### config.mk
export PLATFORM = sky130hd
export DESIGN_NAME = serial_datapath_flat
export DESIGN_NICKNAME = d
export VERILOG_FILES = /design/src/rtl/cpu_pkg.sv /design/src/rtl/serial_datapath_if.sv /design/src/rtl/serial_alu1.sv /design/src/rtl/serial_datapath.sv /design/src/flat_wrapper.sv
export SDC_FILE = /design/constraint.sdc
export NUM_CORES = 1
export LEC_CHECK = 0
export BUFFER_PORTS_ARGS = -buffer_cell sky130_fd_sc_hd__buf_2
export CORE_MARGIN = 2
export CORE_UTILIZATION = 45
export CTS_CLUSTER_DIAMETER = 120
export DETAILED_ROUTE_END_ITERATION = 10
export HOLD_SLACK_MARGIN = 0.12
export PLACE_DENSITY = 0.75
export SLEW_MARGIN = 20
export SYNTH_ARGS = -nofsm -noshare
export SYNTH_HDL_FRONTEND = slang
export SYNTH_SLANG_ARGS = --single-unit
export TNS_END_PERCENT = 1
### constraint.sdc
create_clock -name clk -period 1.8 [get_ports clk]
set_clock_uncertainty 0.05 [all_clocks]
set_input_delay 0.27 -clock clk [delete_from_list [all_inputs] [get_ports clk]]
set_output_delay 0.27 -clock clk [all_outputs]
set_load 0.01 [all_outputs]
### src/rtl/cpu_pkg.sv
// ---------------------------------------------------------------------------
// cpu_pkg -- definitions shared by the control FSM and the serial datapath.
//   WIDTH_DEF : default operand/result width
//   alu_op_t  : ALU operation encoding (the FSM drives this encoding)
// No ports.
// ---------------------------------------------------------------------------
package cpu_pkg;

    localparam int WIDTH_DEF = 8;

    typedef enum logic [1:0] {
        ALU_ADD = 2'b00,   // ADD, or SUB when sub_en is set
        ALU_XOR = 2'b01,
        ALU_AND = 2'b10,
        ALU_OR  = 2'b11
    } alu_op_t;

endpackage

### src/rtl/serial_datapath_if.sv
// ---------------------------------------------------------------------------
// serial_datapath_if -- strobe/data bundle between the control FSM (master)
// and the bit-serial datapath (slave).
//   Master drives : a_data, b_data, instr, is_rtype, sub_en, load_a, load_b,
//                   shift_a, shift_b, shift_out, alu_op, carry_en, load_out
//   Slave drives  : result, result_valid, flag_c, flag_z, flag_v
// Handshake: there is no backpressure. Every strobe is a single-cycle
// command acted on at the next rising clk edge; result_valid is a one-cycle
// pulse the cycle after load_out, and the consumer must take it then.
// ---------------------------------------------------------------------------
interface serial_datapath_if #(
    parameter int WIDTH = cpu_pkg::WIDTH_DEF
);
    logic [WIDTH-1:0] a_data;
    logic [WIDTH-1:0] b_data;
    logic [11:0]      instr;
    logic             is_rtype;
    logic             sub_en;
    logic             load_a;
    logic             load_b;
    logic             shift_a;
    logic             shift_b;
    logic             shift_out;
    logic [1:0]       alu_op;
    logic             carry_en;
    logic             load_out;
    logic [WIDTH-1:0] result;
    logic             result_valid;
    logic             flag_c;
    logic             flag_z;
    logic             flag_v;

    modport master (
        output a_data, b_data, instr, is_rtype, sub_en, load_a, load_b,
               shift_a, shift_b, shift_out, alu_op, carry_en, load_out,
        input  result, result_valid, flag_c, flag_z, flag_v
    );

    modport slave (
        input  a_data, b_data, instr, is_rtype, sub_en, load_a, load_b,
               shift_a, shift_b, shift_out, alu_op, carry_en, load_out,
        output result, result_valid, flag_c, flag_z, flag_v
    );
endinterface

### src/rtl/serial_alu1.sv
// ---------------------------------------------------------------------------
// serial_alu1 -- combinational 1-bit ALU slice.
//   i_a, i_b : operand bits
//   i_cin    : carry in (ADD/SUB only)
//   i_sub    : inverts i_b for ADD/SUB; ignored by the logic ops
//   i_op     : cpu_pkg ALU op encoding
//   o_s      : result bit
//   o_cout   : carry out (0 for logic ops)
// ---------------------------------------------------------------------------
module serial_alu1
    import cpu_pkg::*;
(
    input  logic       i_a,
    input  logic       i_b,
    input  logic       i_cin,
    input  logic       i_sub,
    input  logic [1:0] i_op,
    output logic       o_s,
    output logic       o_cout
);
    logic w_bb;

    assign w_bb = i_b ^ i_sub;

    always_comb begin
        o_s    = 1'b0;
        o_cout = 1'b0;
        case (alu_op_t'(i_op))
            ALU_ADD: begin
                o_s    = i_a ^ w_bb ^ i_cin;
                o_cout = (i_a & w_bb) | (i_a & i_cin) | (w_bb & i_cin);
            end
            ALU_XOR: o_s = i_a ^ i_b;
            ALU_AND: o_s = i_a & i_b;
            ALU_OR:  o_s = i_a | i_b;
            default: o_s = 1'b0;
        endcase
    end
endmodule

### src/rtl/serial_datapath.sv
// ---------------------------------------------------------------------------
// serial_datapath -- bit-serial execution datapath, LSB first.
// Operand shift registers A/B feed a 1-bit ALU with a carry flop; the ALU
// bit enters the MSB of result shift register R. After WIDTH shifts R holds
// the LSB-aligned result, which load_out copies into the output register.
//   clk   : system clock
//   rstn  : asynchronous active-low reset
//   bus   : serial_datapath_if.slave (strobes, operands, result, flags)
// Optional: define SERIAL_DP_OVF_EN to build the signed-overflow flag
// (bit counter + v_q flop); otherwise flag_v is tied to 0.
// ---------------------------------------------------------------------------
module serial_datapath
    import cpu_pkg::*;
#(
    parameter int WIDTH = WIDTH_DEF,
    parameter int IMM_W = 8
) (
    input  logic                 clk,
    input  logic                 rstn,
    serial_datapath_if.slave     bus
);
    logic [WIDTH-1:0] r_a;
    logic [WIDTH-1:0] r_b;
    logic [WIDTH-1:0] r_r;
    logic             r_carry;
    logic [WIDTH-1:0] r_result;
    logic             r_valid;
    logic             r_flag_c;
    logic             r_flag_z;
    logic [WIDTH-1:0] w_imm;
    logic             w_s;
    logic             w_cout;
    logic             w_is_add;
    logic             w_instr_unused;

    // Only instr[IMM_W-1:0] is the immediate; the rest is opcode/reg fields.
    assign w_instr_unused = ^bus.instr;

    always_comb begin
        w_imm              = '0;
        w_imm[IMM_W-1:0]   = bus.instr[IMM_W-1:0];
    end

    assign w_is_add = (alu_op_t'(bus.alu_op) == ALU_ADD);

    serial_alu1 u_alu (
        .i_a    (r_a[0]),
        .i_b    (r_b[0]),
        .i_cin  (r_carry),
        .i_sub  (bus.sub_en),
        .i_op   (bus.alu_op),
        .o_s    (w_s),
        .o_cout (w_cout)
    );

    // Operand / result shift registers and carry: load > shift > hold.
    always_ff @(posedge clk or negedge rstn) begin
        if (!rstn) begin
            r_a     <= '0;
            r_b     <= '0;
            r_r     <= '0;
            r_carry <= 1'b0;
        end else begin
            if (bus.load_a)
                r_a <= bus.a_data;
            else if (bus.shift_a)
                r_a <= {1'b0, r_a[WIDTH-1:1]};

            // load_b beats the I-type immediate load from load_a.
            if (bus.load_b)
                r_b <= bus.b_data;
            else if (bus.load_a && !bus.is_rtype)
                r_b <= w_imm;
            else if (bus.shift_b)
                r_b <= {1'b0, r_b[WIDTH-1:1]};

            if (bus.load_a)
                r_r <= '0;
            else if (bus.shift_out)
                r_r <= {w_s, r_r[WIDTH-1:1]};

            // Carry-in of 1 turns A + ~B into A - B.
            if (bus.load_a)
                r_carry <= bus.sub_en;
            else if (bus.shift_out && bus.carry_en && w_is_add)
                r_carry <= w_cout;
        end
    end

    // Output register: samples pre-shift R and carry on load_out.
    always_ff @(posedge clk or negedge rstn) begin
        if (!rstn) begin
            r_result <= '0;
            r_valid  <= 1'b0;
            r_flag_c <= 1'b0;
            r_flag_z <= 1'b0;
        end else begin
            r_valid <= bus.load_out;
            if (bus.load_out) begin
                r_result <= r_r;
                r_flag_z <= (r_r == '0);
                r_flag_c <= w_is_add ? r_carry : 1'b0;
            end
        end
    end

    assign bus.result       = r_result;
    assign bus.result_valid = r_valid;
    assign bus.flag_c       = r_flag_c;
    assign bus.flag_z       = r_flag_z;

`ifdef SERIAL_DP_OVF_EN
    localparam int CNT_W = $clog2(WIDTH + 1);

    logic [CNT_W-1:0] r_bit_cnt;
    logic             r_v_q;
    logic             r_flag_v;

    // Counts shift_out strobes since load_a, saturating at WIDTH. On the
    // WIDTH-th shift the ALU is working on the MSB, so r_carry is the
    // carry into the MSB and w_cout the carry out of it.
    always_ff @(posedge clk or negedge rstn) begin
        if (!rstn) begin
            r_bit_cnt <= '0;
            r_v_q     <= 1'b0;
            r_flag_v  <= 1'b0;
        end else begin
            if (bus.load_a) begin
                r_bit_cnt <= '0;
                r_v_q     <= 1'b0;
            end else if (bus.shift_out) begin
                if (r_bit_cnt != CNT_W'(WIDTH))
                    r_bit_cnt <= r_bit_cnt + 1'b1;
                if (r_bit_cnt == CNT_W'(WIDTH - 1) && w_is_add)
                    r_v_q <= r_carry ^ w_cout;
            end
            if (bus.load_out)
                r_flag_v <= r_v_q;
        end
    end

    assign bus.flag_v = r_flag_v;
`else
    assign bus.flag_v = 1'b0;
`endif
endmodule

### src/flat_wrapper.sv
// flat-port wrapper written by rule: the top's interface ports become plain ports
module serial_datapath_flat import cpu_pkg::*;
#(
    parameter int WIDTH = WIDTH_DEF,
    parameter int IMM_W = 8
)
  (clk, rstn, bus_a_data, bus_b_data, bus_instr, bus_is_rtype, bus_sub_en, bus_load_a, bus_load_b, bus_shift_a, bus_shift_b, bus_shift_out, bus_alu_op, bus_carry_en, bus_load_out, bus_result, bus_result_valid, bus_flag_c, bus_flag_z, bus_flag_v);
  serial_datapath_if #(.WIDTH(WIDTH)) bus_i ();
  input  logic clk;
  input  logic rstn;
  input wire logic [$bits(bus_i.a_data)-1:0] bus_a_data;
  input wire logic [$bits(bus_i.b_data)-1:0] bus_b_data;
  input wire logic [$bits(bus_i.instr)-1:0] bus_instr;
  input wire logic [$bits(bus_i.is_rtype)-1:0] bus_is_rtype;
  input wire logic [$bits(bus_i.sub_en)-1:0] bus_sub_en;
  input wire logic [$bits(bus_i.load_a)-1:0] bus_load_a;
  input wire logic [$bits(bus_i.load_b)-1:0] bus_load_b;
  input wire logic [$bits(bus_i.shift_a)-1:0] bus_shift_a;
  input wire logic [$bits(bus_i.shift_b)-1:0] bus_shift_b;
  input wire logic [$bits(bus_i.shift_out)-1:0] bus_shift_out;
  input wire logic [$bits(bus_i.alu_op)-1:0] bus_alu_op;
  input wire logic [$bits(bus_i.carry_en)-1:0] bus_carry_en;
  input wire logic [$bits(bus_i.load_out)-1:0] bus_load_out;
  output wire logic [$bits(bus_i.result)-1:0] bus_result;
  output wire logic [$bits(bus_i.result_valid)-1:0] bus_result_valid;
  output wire logic [$bits(bus_i.flag_c)-1:0] bus_flag_c;
  output wire logic [$bits(bus_i.flag_z)-1:0] bus_flag_z;
  output wire logic [$bits(bus_i.flag_v)-1:0] bus_flag_v;
  assign bus_i.a_data = bus_a_data;
  assign bus_i.b_data = bus_b_data;
  assign bus_i.instr = bus_instr;
  assign bus_i.is_rtype = bus_is_rtype;
  assign bus_i.sub_en = bus_sub_en;
  assign bus_i.load_a = bus_load_a;
  assign bus_i.load_b = bus_load_b;
  assign bus_i.shift_a = bus_shift_a;
  assign bus_i.shift_b = bus_shift_b;
  assign bus_i.shift_out = bus_shift_out;
  assign bus_i.alu_op = bus_alu_op;
  assign bus_i.carry_en = bus_carry_en;
  assign bus_i.load_out = bus_load_out;
  assign bus_result = bus_i.result;
  assign bus_result_valid = bus_i.result_valid;
  assign bus_flag_c = bus_i.flag_c;
  assign bus_flag_z = bus_i.flag_z;
  assign bus_flag_v = bus_i.flag_v;
  serial_datapath #(.WIDTH(WIDTH), .IMM_W(IMM_W)) u_core (.clk(clk), .rstn(rstn), .bus(bus_i));
endmodule
==> results_dict.tcl <==
set metrics [dict create \
    syn_to_final_growth_pct 23.6 \
    initial_core_util_pct 46.8 \
    grt_pass1_wl_mm 5.46 \
    max_cap_violations 0 \
    place_ws_ns 0.00160 \
    start_kind "flop" \
    rsz0062_at_grt "false" \
    ys_types 31 \
    layout_common_cells "buf_2, dfrtp_1, nand2_1" \
    die_width_um 66.0 \
    crit_arrival_ns 1.86 \
    p_per_area_nw_per_um2 818 \
    cts_sinks 36 \
    final_common_cell "buf_2" \
    vias_per_cell 4.81 \
    ir_worst_vdd_uv 349 \
    critPathBufInv 0 \
    coreArea_um2 3690 \
    cts_tree "built" \
    grt_overflow 0 \
    path_class "flop to flop" \
    synthesis.area_um2 1730 \
    holdPathStages 3 \
    synth_area_leaders "dfrtp_1, mux2i_1, mux2_2, nand2_1, nor2_1" \
    finalCriticalPeriod_ns 1.72 \
    status "completed" \
    placed_cells 248 \
    post_layout_nonfiller_instances 257 \
    endpoint_kind "flop" \
    setup_violations 0 \
    gp_congestion 0.704 \
    synth_top_area_share_pct 52.1 \
    cp_slowest_stage_delay_ns 0.48 \
    die-area_um2 4350 \
    final_layout_size_suffix_gt1_share_pct 34.0 \
    ant_nets 0 \
    synthCells 159 \
    crit_family "compound AO/OA/AOI/OAI gates" \
    insertion_delay_ns 0.28 \
    fmax_mhz 580 \
    cts.path.max_buffers 2 \
    rows 22 \
    slew_violations 0 \
    grt_pass1_vias 1281 \
    path_cells "xor2_2, fa_1, nor2_1, a211o_1, a311oi_1" \
    numPortBuffers 47 \
    multi_input_area_um2 757 \
    regArea_um2 901 \
    fillCellCount 350 \
    hpwl_mm 2.36 \
    cts.htree.levels 2 \
    grt_use_total_pct 16.6 \
    die_height_um 66.0 \
    antenna_cells 0 \
    yosysWarnings 0 \
    synth-seq-cells 36 \
    hold_path_class "primary input to flop" \
    grt_max_degree 20 \
    setup_tns_ns 0 \
    ios 53 \
    min_period_over_period_pct 95.8 \
    critPathMaxFanout 2 \
    required_ns 1.94 \
    synth_fp_nets 203 \
    nets 253 \
    first_pass_iters 2 \
    syn_avg_cell_area_um2 10.9 \
    clkTransAtPathRegs_ns 0.07 \
    fin_ws_ns 0.0750 \
    drc 0 \
    post-synth-top-area-cell "dfrtp_1" \
    routedWlPerCell_um 11.8 \
    cp_slowest_cell "fa_1" \
    antenna_found_initial 0 \
    drt-initial-drc-count 60 \
    yosysSeqAreaShare_pct 52.1 \
    hold_viol 0 \
    dr_total_vias 1237 \
    reg2reg_depth 5 \
    cp.depth 5 \
    numCtsBuffers 5 \
    cts_root_buffer "clkbuf_8" \
    power.leakage_nw 1.10 \
    finish.utilization_pct 57.9 \
    wirelength_mm 3.03 \
]
## power breakdown
part	internal [mW]	switching (mW)	leakage, nW	total, mW
combinational	0.130	0.126	0.588	0.256
sequential	0.862	0.0334	0.464	0.896
clock	0.340	0.255	0.0503	0.596
## registers in the layout (all words and copies together), names as in the netlist
| signal | cells |
|---|---|
| u_core.bus.result | 8 |
| u_core.r_a | 8 |
| u_core.r_b | 8 |
| u_core.r_r | 8 |
| u_core.bus.flag_c | 1 |
| u_core.bus.flag_z | 1 |
| u_core.bus.result_valid | 1 |
| u_core.r_carry | 1 |
## final cells by class
cell class,count,area share (%)
Timing Repair Buffer,54,14.2
Multi-Input combinational cell,107,35.4
Sequential cell,36,42.2
Inverter,5,0.879
Clock buffer,7,4.51
Tap cell,48,2.81
## worst register-to-register path: cells and delay by family (launching register included)
kind / cells / cell delay, ns
AND/OR/NAND/NOR: 1 / 0.04
AO/OA/AOI/OAI: 2 / 0.50
XOR/XNOR: 1 / 0.16
flip-flops: 1 / 0.41
adder cells (fa/ha/maj): 1 / 0.48
## final timing paths
kind / from / endpoint / slack [ns]
setup reg to reg: u_core.r_b[0] / u_core.r_r[7] / 0.08
hold / removal: bus_b_data[2] / u_core.r_b[2] / 0.14
max in group asynchronous: rstn / u_core.bus.result[1] / 0.87
min in group asynchronous: rstn / u_core.r_a[5] / 0.40
hold reg to reg: u_core.bus.result[5] / u_core.bus.result[5] / 0.46
setup / recovery: u_core.r_b[0] / u_core.r_r[7] / 0.08
## cells in the mapped netlist
| cell type | n |
|---|---|
| a211oi_1 | 6 |
| mux2i_1 | 15 |
| o21ai_0 | 9 |
| o211a_1 | 1 |
| buf_1 | 1 |
| a311oi_1 | 1 |
| inv_1 | 5 |
| mux2_2 | 9 |
| nand2b_1 | 2 |
| ha_1 | 2 |
| a211o_1 | 1 |
| o211ai_1 | 1 |
| o32ai_1 | 1 |
| fa_1 | 1 |
| nor2_1 | 16 |
| conb_1 | 1 |
| nor2b_1 | 7 |
| buf_2 | 5 |
| buf_4 | 1 |
| xor2_1 | 1 |
| mux2_1 | 1 |
| o21ai_1 | 1 |
| o31ai_1 | 7 |
| nor4_1 | 2 |
| nand2_1 | 19 |
| nand3_1 | 1 |
| nor4bb_4 | 1 |
| dfrtp_1 | 36 |
| buf_6 | 1 |
| and2b_1 | 1 |
| clkbuf_1 | 3 |
## cell families after synthesis
family                   after synthesis  share of synthesized area, %
AO/OA/AOI/OAI                         28                          11.1
adder cells (fa/ha/maj)                3                          2.61
other                                  1                         0.217
XOR/XNOR                               1                         0.507
flip-flops                            36                          52.1
AND/OR/NAND/NOR                       49                          13.8
buffers and inverters                 16                          4.49
multiplexers                          25                          15.2
## per-stage QoR
stage	total power [mW]	hold slack, ns	area [um^2]
3_3_place_gp	1.15	0.179	2010
6_report	1.75	0.140	2140
4_1_cts	1.77	0.133	2120
5_1_grt	1.85	0.135	2140
3_5_place_dp	1.16	0.175	2010
2_1_floorplan	1.06	-0.0756	1730
## routing by layer
metal | track usage (%) | part of all wire, % | vias up
li1 | - | - | 644
met1 | 19.8 | 45 | 549
met2 | 28.3 | 47 | 39
met3 | 5.11 | 6.3 | 5
met4 | 6.12 | 1.3 | 0
met5 | 0 | 0 | -
## repair_timing
| action | in CTS | in global routing |
|---|---|---|
| pin swaps | 1 | 3 |
| endpoints found under the hold margin | 17 | 0 |
| resized for setup | 0 | 1 |
| setup endpoints to repair | 1 | 1 |
| setup buffers | 0 | 1 |
| hold buffers | 1 | 0 |
No activity file was read; power rests on OpenSTA's default activity.
